--- config.mk ---
export PLATFORM = sky130hd
export DESIGN_NAME = pcileech_sysctl_v2
export DESIGN_NICKNAME = d
export VERILOG_FILES = /design/src/rtl/pcileech_sysctl_v2.sv
export SDC_FILE = /design/constraint.sdc
export NUM_CORES = 1
export LEC_CHECK = 0
export CAP_MARGIN = 20
export CORE_ASPECT_RATIO = 1.1
export CORE_MARGIN = 5
export CORE_UTILIZATION = 50
export DETAILED_ROUTE_END_ITERATION = 6
export GPL_ROUTABILITY_DRIVEN = 0
export HOLD_SLACK_MARGIN = 0.12
export PLACE_DENSITY = 0.7
export SETUP_SLACK_MARGIN = 0.4
export SLEW_MARGIN = 10
export SYNTH_ARGS = -nofsm -noshare
export SYNTH_HDL_FRONTEND = slang
export SYNTH_SLANG_ARGS = --single-unit
--- constraint.sdc ---
create_clock -name clk -period 5.7 [get_ports clk]
set_input_delay 1.425 -clock clk [delete_from_list [all_inputs] [get_ports clk]]
set_output_delay 1.425 -clock clk [all_outputs]
set_load 0.1 [all_outputs]
--- src/rtl/pcileech_sysctl_v2.sv ---
// pcileech_sysctl_v2: button sync/debounce, stretched system reset, long-press reload pulse, LED driver.
// Optional LED0 heartbeat after the power-on blink window: define PCILEECH_SYSCTL_HEARTBEAT_EN.
module pcileech_sysctl_v2 #(
    parameter int unsigned        NUM_BTN            = 2,
    parameter int unsigned        NUM_LED            = 2,
    parameter int unsigned        RST_BTN_IDX        = 1,
    parameter int unsigned        INV_BTN_IDX        = 0,
    parameter int unsigned        RST_STRETCH_CYCLES = 64,
    parameter int unsigned        DEBOUNCE_CYCLES    = 1000000,
    parameter int unsigned        LONGPRESS_CYCLES   = 500000000,
    parameter int unsigned        BLINK_BIT          = 24,
    parameter int unsigned        PWRON_BLINK_BITS   = 27,
    parameter logic [NUM_LED-1:0] PWRON_LED_MASK     = NUM_LED'(2'b10)
) (
    input  logic               clk,
    input  logic               rst,
    input  logic [NUM_BTN-1:0] btn_n,
    input  logic [NUM_LED-1:0] led_act,
    output logic [NUM_LED-1:0] led_n,
    output logic [NUM_BTN-1:0] btn_state,
    output logic               sys_rst,
    output logic               cfg_reload,
    output logic [63:0]        tickcount
);

    localparam int unsigned       DEB_W     = $clog2(DEBOUNCE_CYCLES + 1);
    localparam int unsigned       HOLD_W    = $clog2(LONGPRESS_CYCLES + 1);
    localparam logic [DEB_W-1:0]  DEB_LAST  = DEB_W'(DEBOUNCE_CYCLES - 1);
    localparam logic [HOLD_W-1:0] HOLD_FIRE = HOLD_W'(LONGPRESS_CYCLES - 1);

    typedef enum logic [1:0] {
        LP_IDLE  = 2'd0,
        LP_HELD  = 2'd1,
        LP_FIRED = 2'd2
    } lp_state_t;

    logic [NUM_BTN-1:0] sync_q1;
    logic [NUM_BTN-1:0] sync_q2;
    logic [NUM_BTN-1:0] btn_sync;
    logic               rst_btn;
    lp_state_t          lp_state;
    logic [HOLD_W-1:0]  hold_cnt;
    logic [HOLD_W-1:0]  hold_nxt;
    logic               pwron_window;
    logic               pwron;
    logic               inv;
    logic [NUM_LED-1:0] led_lit;

    // Two-flop synchroniser on the raw pads; released (1) out of reset.
    always_ff @(posedge clk or posedge rst) begin
        if (rst) begin
            sync_q1 <= '1;
            sync_q2 <= '1;
        end else begin
            sync_q1 <= btn_n;
            sync_q2 <= sync_q1;
        end
    end

    assign btn_sync = ~sync_q2;

    for (genvar g = 0; g < NUM_BTN; g++) begin : g_deb
        logic [DEB_W-1:0] cnt;
        logic             state;

        always_ff @(posedge clk or posedge rst) begin
            if (rst) begin
                cnt   <= '0;
                state <= 1'b0;
            end else if (btn_sync[g] == state) begin
                cnt <= '0;
            end else if (cnt == DEB_LAST) begin
                cnt   <= '0;
                state <= ~state;
            end else begin
                cnt <= cnt + DEB_W'(1);
            end
        end

        assign btn_state[g] = state;
    end

    assign rst_btn = btn_state[RST_BTN_IDX];

    // Holding the reset button parks tickcount at zero, so the stretch restarts on release.
    always_ff @(posedge clk or posedge rst) begin
        if (rst) begin
            tickcount <= '0;
            sys_rst   <= 1'b1;
        end else begin
            tickcount <= rst_btn ? 64'd0 : tickcount + 64'd1;
            sys_rst   <= rst_btn | (tickcount < 64'(RST_STRETCH_CYCLES));
        end
    end

    assign hold_nxt = hold_cnt + HOLD_W'(1);

    // Long-press detector; the fire test uses the incremented count so the pulse lands
    // LONGPRESS_CYCLES clk after btn_state rises. Release always wins over firing.
    always_ff @(posedge clk or posedge rst) begin
        if (rst) begin
            lp_state   <= LP_IDLE;
            hold_cnt   <= '0;
            cfg_reload <= 1'b0;
        end else begin
            cfg_reload <= 1'b0;
            case (lp_state)
                LP_IDLE: begin
                    if (rst_btn) begin
                        lp_state <= LP_HELD;
                        hold_cnt <= '0;
                    end
                end
                LP_HELD: begin
                    if (!rst_btn) begin
                        lp_state <= LP_IDLE;
                    end else begin
                        hold_cnt <= hold_nxt;
                        if (hold_nxt == HOLD_FIRE) begin
                            lp_state   <= LP_FIRED;
                            cfg_reload <= 1'b1;
                        end
                    end
                end
                LP_FIRED: begin
                    if (!rst_btn) begin
                        lp_state <= LP_IDLE;
                    end
                end
                default: lp_state <= LP_IDLE;
            endcase
        end
    end

    assign pwron_window = (tickcount[63:PWRON_BLINK_BITS] == '0);
    assign pwron        = tickcount[BLINK_BIT] & pwron_window;
    assign inv          = pwron ^ btn_state[INV_BTN_IDX];

`ifdef PCILEECH_SYSCTL_HEARTBEAT_EN
    logic hb_on;

    assign hb_on = (tickcount[BLINK_BIT+2:BLINK_BIT] == 3'b000);

    // After the power-on window LED0 shows activity OR a short heartbeat flash.
    always_comb begin
        led_lit = led_act ^ (PWRON_LED_MASK & {NUM_LED{inv}});
        if (!pwron_window) begin
            led_lit[0] = led_act[0] | hb_on;
        end
    end
`else
    always_comb begin
        led_lit = led_act ^ (PWRON_LED_MASK & {NUM_LED{inv}});
    end
`endif

    always_ff @(posedge clk or posedge rst) begin
        if (rst) begin
            led_n <= '1;
        end else begin
            led_n <= ~led_lit;
        end
    end

endmodule
# Word-level counts from Yosys, hierarchy flattened
# Index checks and enable logic that the tools add are counted.
[totals]
mem_bits_rw = 0
regBits = 145
in_bits = 6
mem_bits_ro = 0
out_inout_bits = 70
mem_count = 0
latch_bits = 0
[classes]
div = 0
add_sub_neg = 4
bitwise = 10
reduce_logical = 7
mux = 16
order_cmp = 1
shifts = 0
mul = 0
n_eq_ne = 11
[ops]
columns = ["operator", "count"]
rows = [
  ["$mux W20", 4],
  ["$add A64 B1 Y64 const B", 1],
  ["$lt A64 B7 Y1 const B", 1],
  ["$mux W64", 1],
  ["$mux W29", 2],
  ["$pmux W29 S2", 1],
  ["$add A20 B1 Y20 const B", 2],
  ["$eq A20 B20 Y1 const B", 2],
  ["$logic_not A37 Y1", 1],
  ["$add A29 B1 Y29 const B", 1],
  ["$eq A29 B29 Y1 const B", 1],
  ["$mux W2", 4],
  ["$ne A2 B2 Y1 const B", 3],
  ["$pmux W2 S3", 1],
  ["$reduce_and A3 Y1", 2],
  ["$not A1 Y1", 4],
  ["$not A2 Y2", 2],
  ["$reduce_and A2 Y1", 2],
  ["$mux W1", 3],
  ["$ne A3 B3 Y1 const B", 1],
  ["$eq A1 B1 Y1", 2],
  ["$eq A2 B1 Y1 const B", 1],
  ["$eq A2 B2 Y1 const B", 1],
  ["$logic_not A2 Y1", 1],
  ["5 further kinds", 5],
]

# Logic depth before layout (Yosys ltp)
[depth]
word_depth = 5
depth_mapped = 9
depth_no_buf = 8

# Worst setup path after synthesis
# OpenSTA, ideal clock, no wires.
[synth_path]
path_type = "reg-to-reg"
start = "register tickcount[14]"
end = "register tickcount[54]"
t_required_ns = 5.626
path_slack_ns = 2.658
setup_ns = 0.074
arrival_ns = 2.969
path_stages_with_launch = 8
cell_sequence = "dfrtp_1 -> and3_1 -> nand4_1 -> nor4_1 -> and3_1 -> nand4_1 -> xor2_1 -> nor2_1"
[synth_via]
elab_chain_cells = 2
[synth_lines]
columns = ["item", "line_no", "text"]
rows = [
  ["from (decl)", "23", "output logic [63:0] tickcount"],
  ["from (signal assigned)", "91", "tickcount <= rst_btn ? 64'd0 : tickcount + 64'd1;"],
  ["$add A64 B1 Y64", "91", ""],
  ["$mux W64", "91", ""],
]
# No other way between the ends.
# A chain may end at the register's enable or synchronous reset.

# Worst setup path in the final report
[layout_path]
start = "register tickcount[33]"
end = "output tickcount[33]"
# No word-level cell between the ends.

==> flow_summary.toml <==
[clocking]
clkSinkCount = 145
cts.root.buffer_cell = "sky130_fd_sc_hd__clkbuf_16"
clock_tree_from_tritoncts = "built"
postCtsResizedCells = 0
post-cts-setup-buffer-count = 0
clock_tree.buffer_depth = 2
clkLatencyLatePin_ns = 0.42
total_of_hold_buffers_inserted_after_clock_tree_synthesis = 0
cts_made_buffers = 17
clock_pin_transition_on_the_worst_setup_and_hold_timing_paths_ns = 0.06
level_count_of_the_clock_h_tree = 4

[power_and_ir_drop]
design_power_total_mw = 2.230
cellLeakagePower_nw = 3.817
worst_ir_drop_vdd_uv = 165.8
power.density_cell_area_nw_per_um2 = 248.0

[drt]
drc_errors = 0
route.antenna.remaining_nets = 0
routed_length_per_instance_um = 16.11
detailroute.via_count = 6122
route.final.wire_length_um = 17480
number_of_iterations_in_the_first_detailed_routing_pass = 5
via_per_inst = 5.642
detailedRoute.firstIterationViolations = 454

[timing]
rsz_0062_raised_after_global_routing = "false"
timing.final.crit_share_pct = 62.14
setup_viol = 0
worst_max_slew_margin_expressed_relative_to_the_limit_pct = 30.72
final.min_clock_period_ns = 3.542
timing.fmax_ghz = 0.2823
setup_total_negative_slack_ns = 0
final_hold_viol_count = 0
final_max_slew_viol_count = 0
max_slew.worst_pin.slew_ns = 1.036
skew_ns = 0.007938

[setup_path]
critical_path_cell_count = 1
timing.rr.start = "hold_cnt[3]"
worst-endpoint-required_ns = 4.28
critical_path_buf_inv_count = 1
worstSetupStartpointType = "register"
critical_path.startpoint = "tickcount[33]"
worst-r2r-cell-count = 7
worst_ep_arrival_time_ns = 2.12
setup.worst_path.class = "register to output pin"
worst-r2r-setup-slack_ns = 2.69
end_kind = "output pin"
regToRegEndpoint = "lp_state[0]"
cells_along_the_critical_path = "clkdlybuf4s50_1"
path_max_fanout = 6
critPathCapture = "tickcount[33]"
critical_path_s_largest_stage_delay_ns = 1.21
critical_path.top_delay_family = "buffers and inverters"
cpMaxStageDelayCell = "sky130_fd_sc_hd__clkdlybuf4s50_1"

[floorplanning]
core_region_area_um2 = 14880
die_y_um = 138.4
row_count = 47
die_area_um2 = 17530
floorplan.initialDensity_pct = 50.34
boundaryPins = 76
die_x_um = 126.7

[run_status]
result_of_the_run = "finished, final reports clean"

[global_route]
grt_use_total_pct = 20.29
first_pass_grt_wire_length_um = 29590
grt-ovfl-total = 0
antenna_found_initial = 0
maximum_number_of_pins_on_one_net_before_global_route_repair = 112
via_count_of_the_first_global_routing_pass = 6072

[logic_synthesis]
synth_ff_type = "sky130_fd_sc_hd__dfrtp_1"
synth_edf_count = 0
netlist_area_um2 = 7490
netlist_top_cells_count = "sky130_fd_sc_hd__dfrtp_1, sky130_fd_sc_hd__nor2_1, sky130_fd_sc_hd__nand2_1, sky130_fd_sc_hd__xor2_1, sky130_fd_sc_hd__nand3_1"
synthesis.instances = 816
yosysMostFrequentCell = "sky130_fd_sc_hd__dfrtp_1"
synth_cell_types = 53
synth_seq_area_share_pct = 48.56
yosys_register_bits = 145
postSynthAreaPerCell_um2 = 9.179
post-synth-top-area-cell = "sky130_fd_sc_hd__dfrtp_1"
ys_top_cells_by_area = "sky130_fd_sc_hd__dfrtp_1, sky130_fd_sc_hd__xor2_1, sky130_fd_sc_hd__nor2_1"
ys_async_sr_fraction_pct = 100.0
synth_nets = 827
synth_largest_type_area_fraction_pct = 46.11
synth.yosys.warnings = 0

[job]
cap_viol_max_count = 0

[layout]
nFillCells = 1252
multiInputGateArea_um2 = 3638
area_growth_pct = 20.05
drive_gt1_share_pct = 6.074
layout.area.seq_um2 = 3638
antennaDiodeCount = 0
finalNetCount = 887

[placed_design]
place.detailed.hpwl_um = 11940
numPortBuffers = 75

[hold_path]
hp-class = "register to register"
[cell usage in the layout (no fill, tap or decap), types with 3 or more instances in the layout]
cell,count
sky130_fd_sc_hd__a21o_1,3
sky130_fd_sc_hd__a21oi_1,26
sky130_fd_sc_hd__a22o_1,4
sky130_fd_sc_hd__and2_1,8
sky130_fd_sc_hd__and3_1,25
sky130_fd_sc_hd__and4_1,11
sky130_fd_sc_hd__buf_4,5
sky130_fd_sc_hd__bufinv_16,4
sky130_fd_sc_hd__clkbuf_1,4
sky130_fd_sc_hd__clkbuf_16,17
sky130_fd_sc_hd__clkdlybuf4s50_1,75
sky130_fd_sc_hd__clkinv_2,4
sky130_fd_sc_hd__clkinvlp_4,3
sky130_fd_sc_hd__dfrtp_1,137
sky130_fd_sc_hd__dfstp_2,7
sky130_fd_sc_hd__ha_1,5
sky130_fd_sc_hd__inv_1,13
sky130_fd_sc_hd__mux2i_1,7
sky130_fd_sc_hd__nand2_1,83
sky130_fd_sc_hd__nand2b_1,4
sky130_fd_sc_hd__nand3_1,49
sky130_fd_sc_hd__nand4_1,38
sky130_fd_sc_hd__nor2_1,126
sky130_fd_sc_hd__nor3_1,27
sky130_fd_sc_hd__nor4_1,19
sky130_fd_sc_hd__o21ai_0,32
sky130_fd_sc_hd__o31ai_1,6
sky130_fd_sc_hd__or3_1,8
sky130_fd_sc_hd__or4_1,4
sky130_fd_sc_hd__xnor2_1,27
sky130_fd_sc_hd__xor2_1,72
[flip-flops by register name, indices dropped and copies added, names as in the netlist]
name,count
lp_state,2
sync_q2,2
sys_rst,1
tickcount,64
g_deb.cnt,40
hold_cnt,29
g_deb.state,2
cfg_reload,1
sync_q1,2
led_n,2
[per-layer routing]
metal,global-route usage (%),up-vias,part of all wire (%)
met2,34.09,148,49
li1,-,2970,-
met3,4.205,22,4.5
met1,26.23,2982,45
met4,6.663,0,1.6
met5,0,-,0
[power by group]
part           switching, mW  internal, mW  total (mW)
Clock                  0.414         0.729        1.14
Combinational         0.0343        0.0104      0.0447
Sequential           0.00469          1.04        1.04
[through the flow]
stage               hold WS [ns]  std cells  util [%]  cell area, um^2  worst slack, ns
global placement          0.3463       1053     56.37             8387            2.606
detailed placement        0.3468       1053     56.37             8387            2.612
CTS                       0.3551       1085     60.43             8991            2.149
global route              0.3580       1085     60.43             8991            2.112
finish                    0.3540       1085     60.43             8991            2.158
floorplan                 0.3452        816         -             7493            2.462
[logic make-up (layout without fill, tap and decap cells)]
group,count (synthesis),count (layout),synth area share [%]
AND/OR/NAND/NOR,421,421,28.42
flip-flops,145,145,48.56
XOR/XNOR,99,99,11.58
AO/OA/AOI/OAI,85,85,6.732
buffers and inverters,54,127,2.940
multiplexers,7,7,0.9356
adder cells (fa/ha/maj),5,5,0.8353
[how the worst min path moves through the flow]
stage | to | slack, ns | cells past startpoint | start
finish | sync_q2[1] | 0.35 | 0 | sync_q1[1]
global route | sync_q2[1] | 0.36 | 0 | sync_q1[1]
CTS | sync_q2[1] | 0.36 | 0 | sync_q1[1]
detailed placement | sync_q2[0] | 0.35 | 0 | sync_q1[0]
global placement | sync_q2[0] | 0.35 | 0 | sync_q1[0]
floorplan | sync_q2[0] | 0.35 | 0 | sync_q1[0]
[worst reg2reg max path: stages (launching register included)]
cell	delay, ns
sky130_fd_sc_hd__dfrtp_1	0.53
sky130_fd_sc_hd__nand4_4	0.22
sky130_fd_sc_hd__nor4_4	0.61
sky130_fd_sc_hd__nand4_4	0.20
sky130_fd_sc_hd__xor2_1	0.18
sky130_fd_sc_hd__or4_1	0.41
sky130_fd_sc_hd__or4_4	0.57
sky130_fd_sc_hd__o21a_1	0.18
[layout make-up]
class	count	share of cell area [%]
clock buffers	21	4.898
well taps	196	2.728
inverters	14	0.6262
clock inverters	11	1.823
multi-input cells	617	40.47
repair buffers	81	8.990
flip-flops and latches	145	40.47
Power figures use the tool's default switching activity.
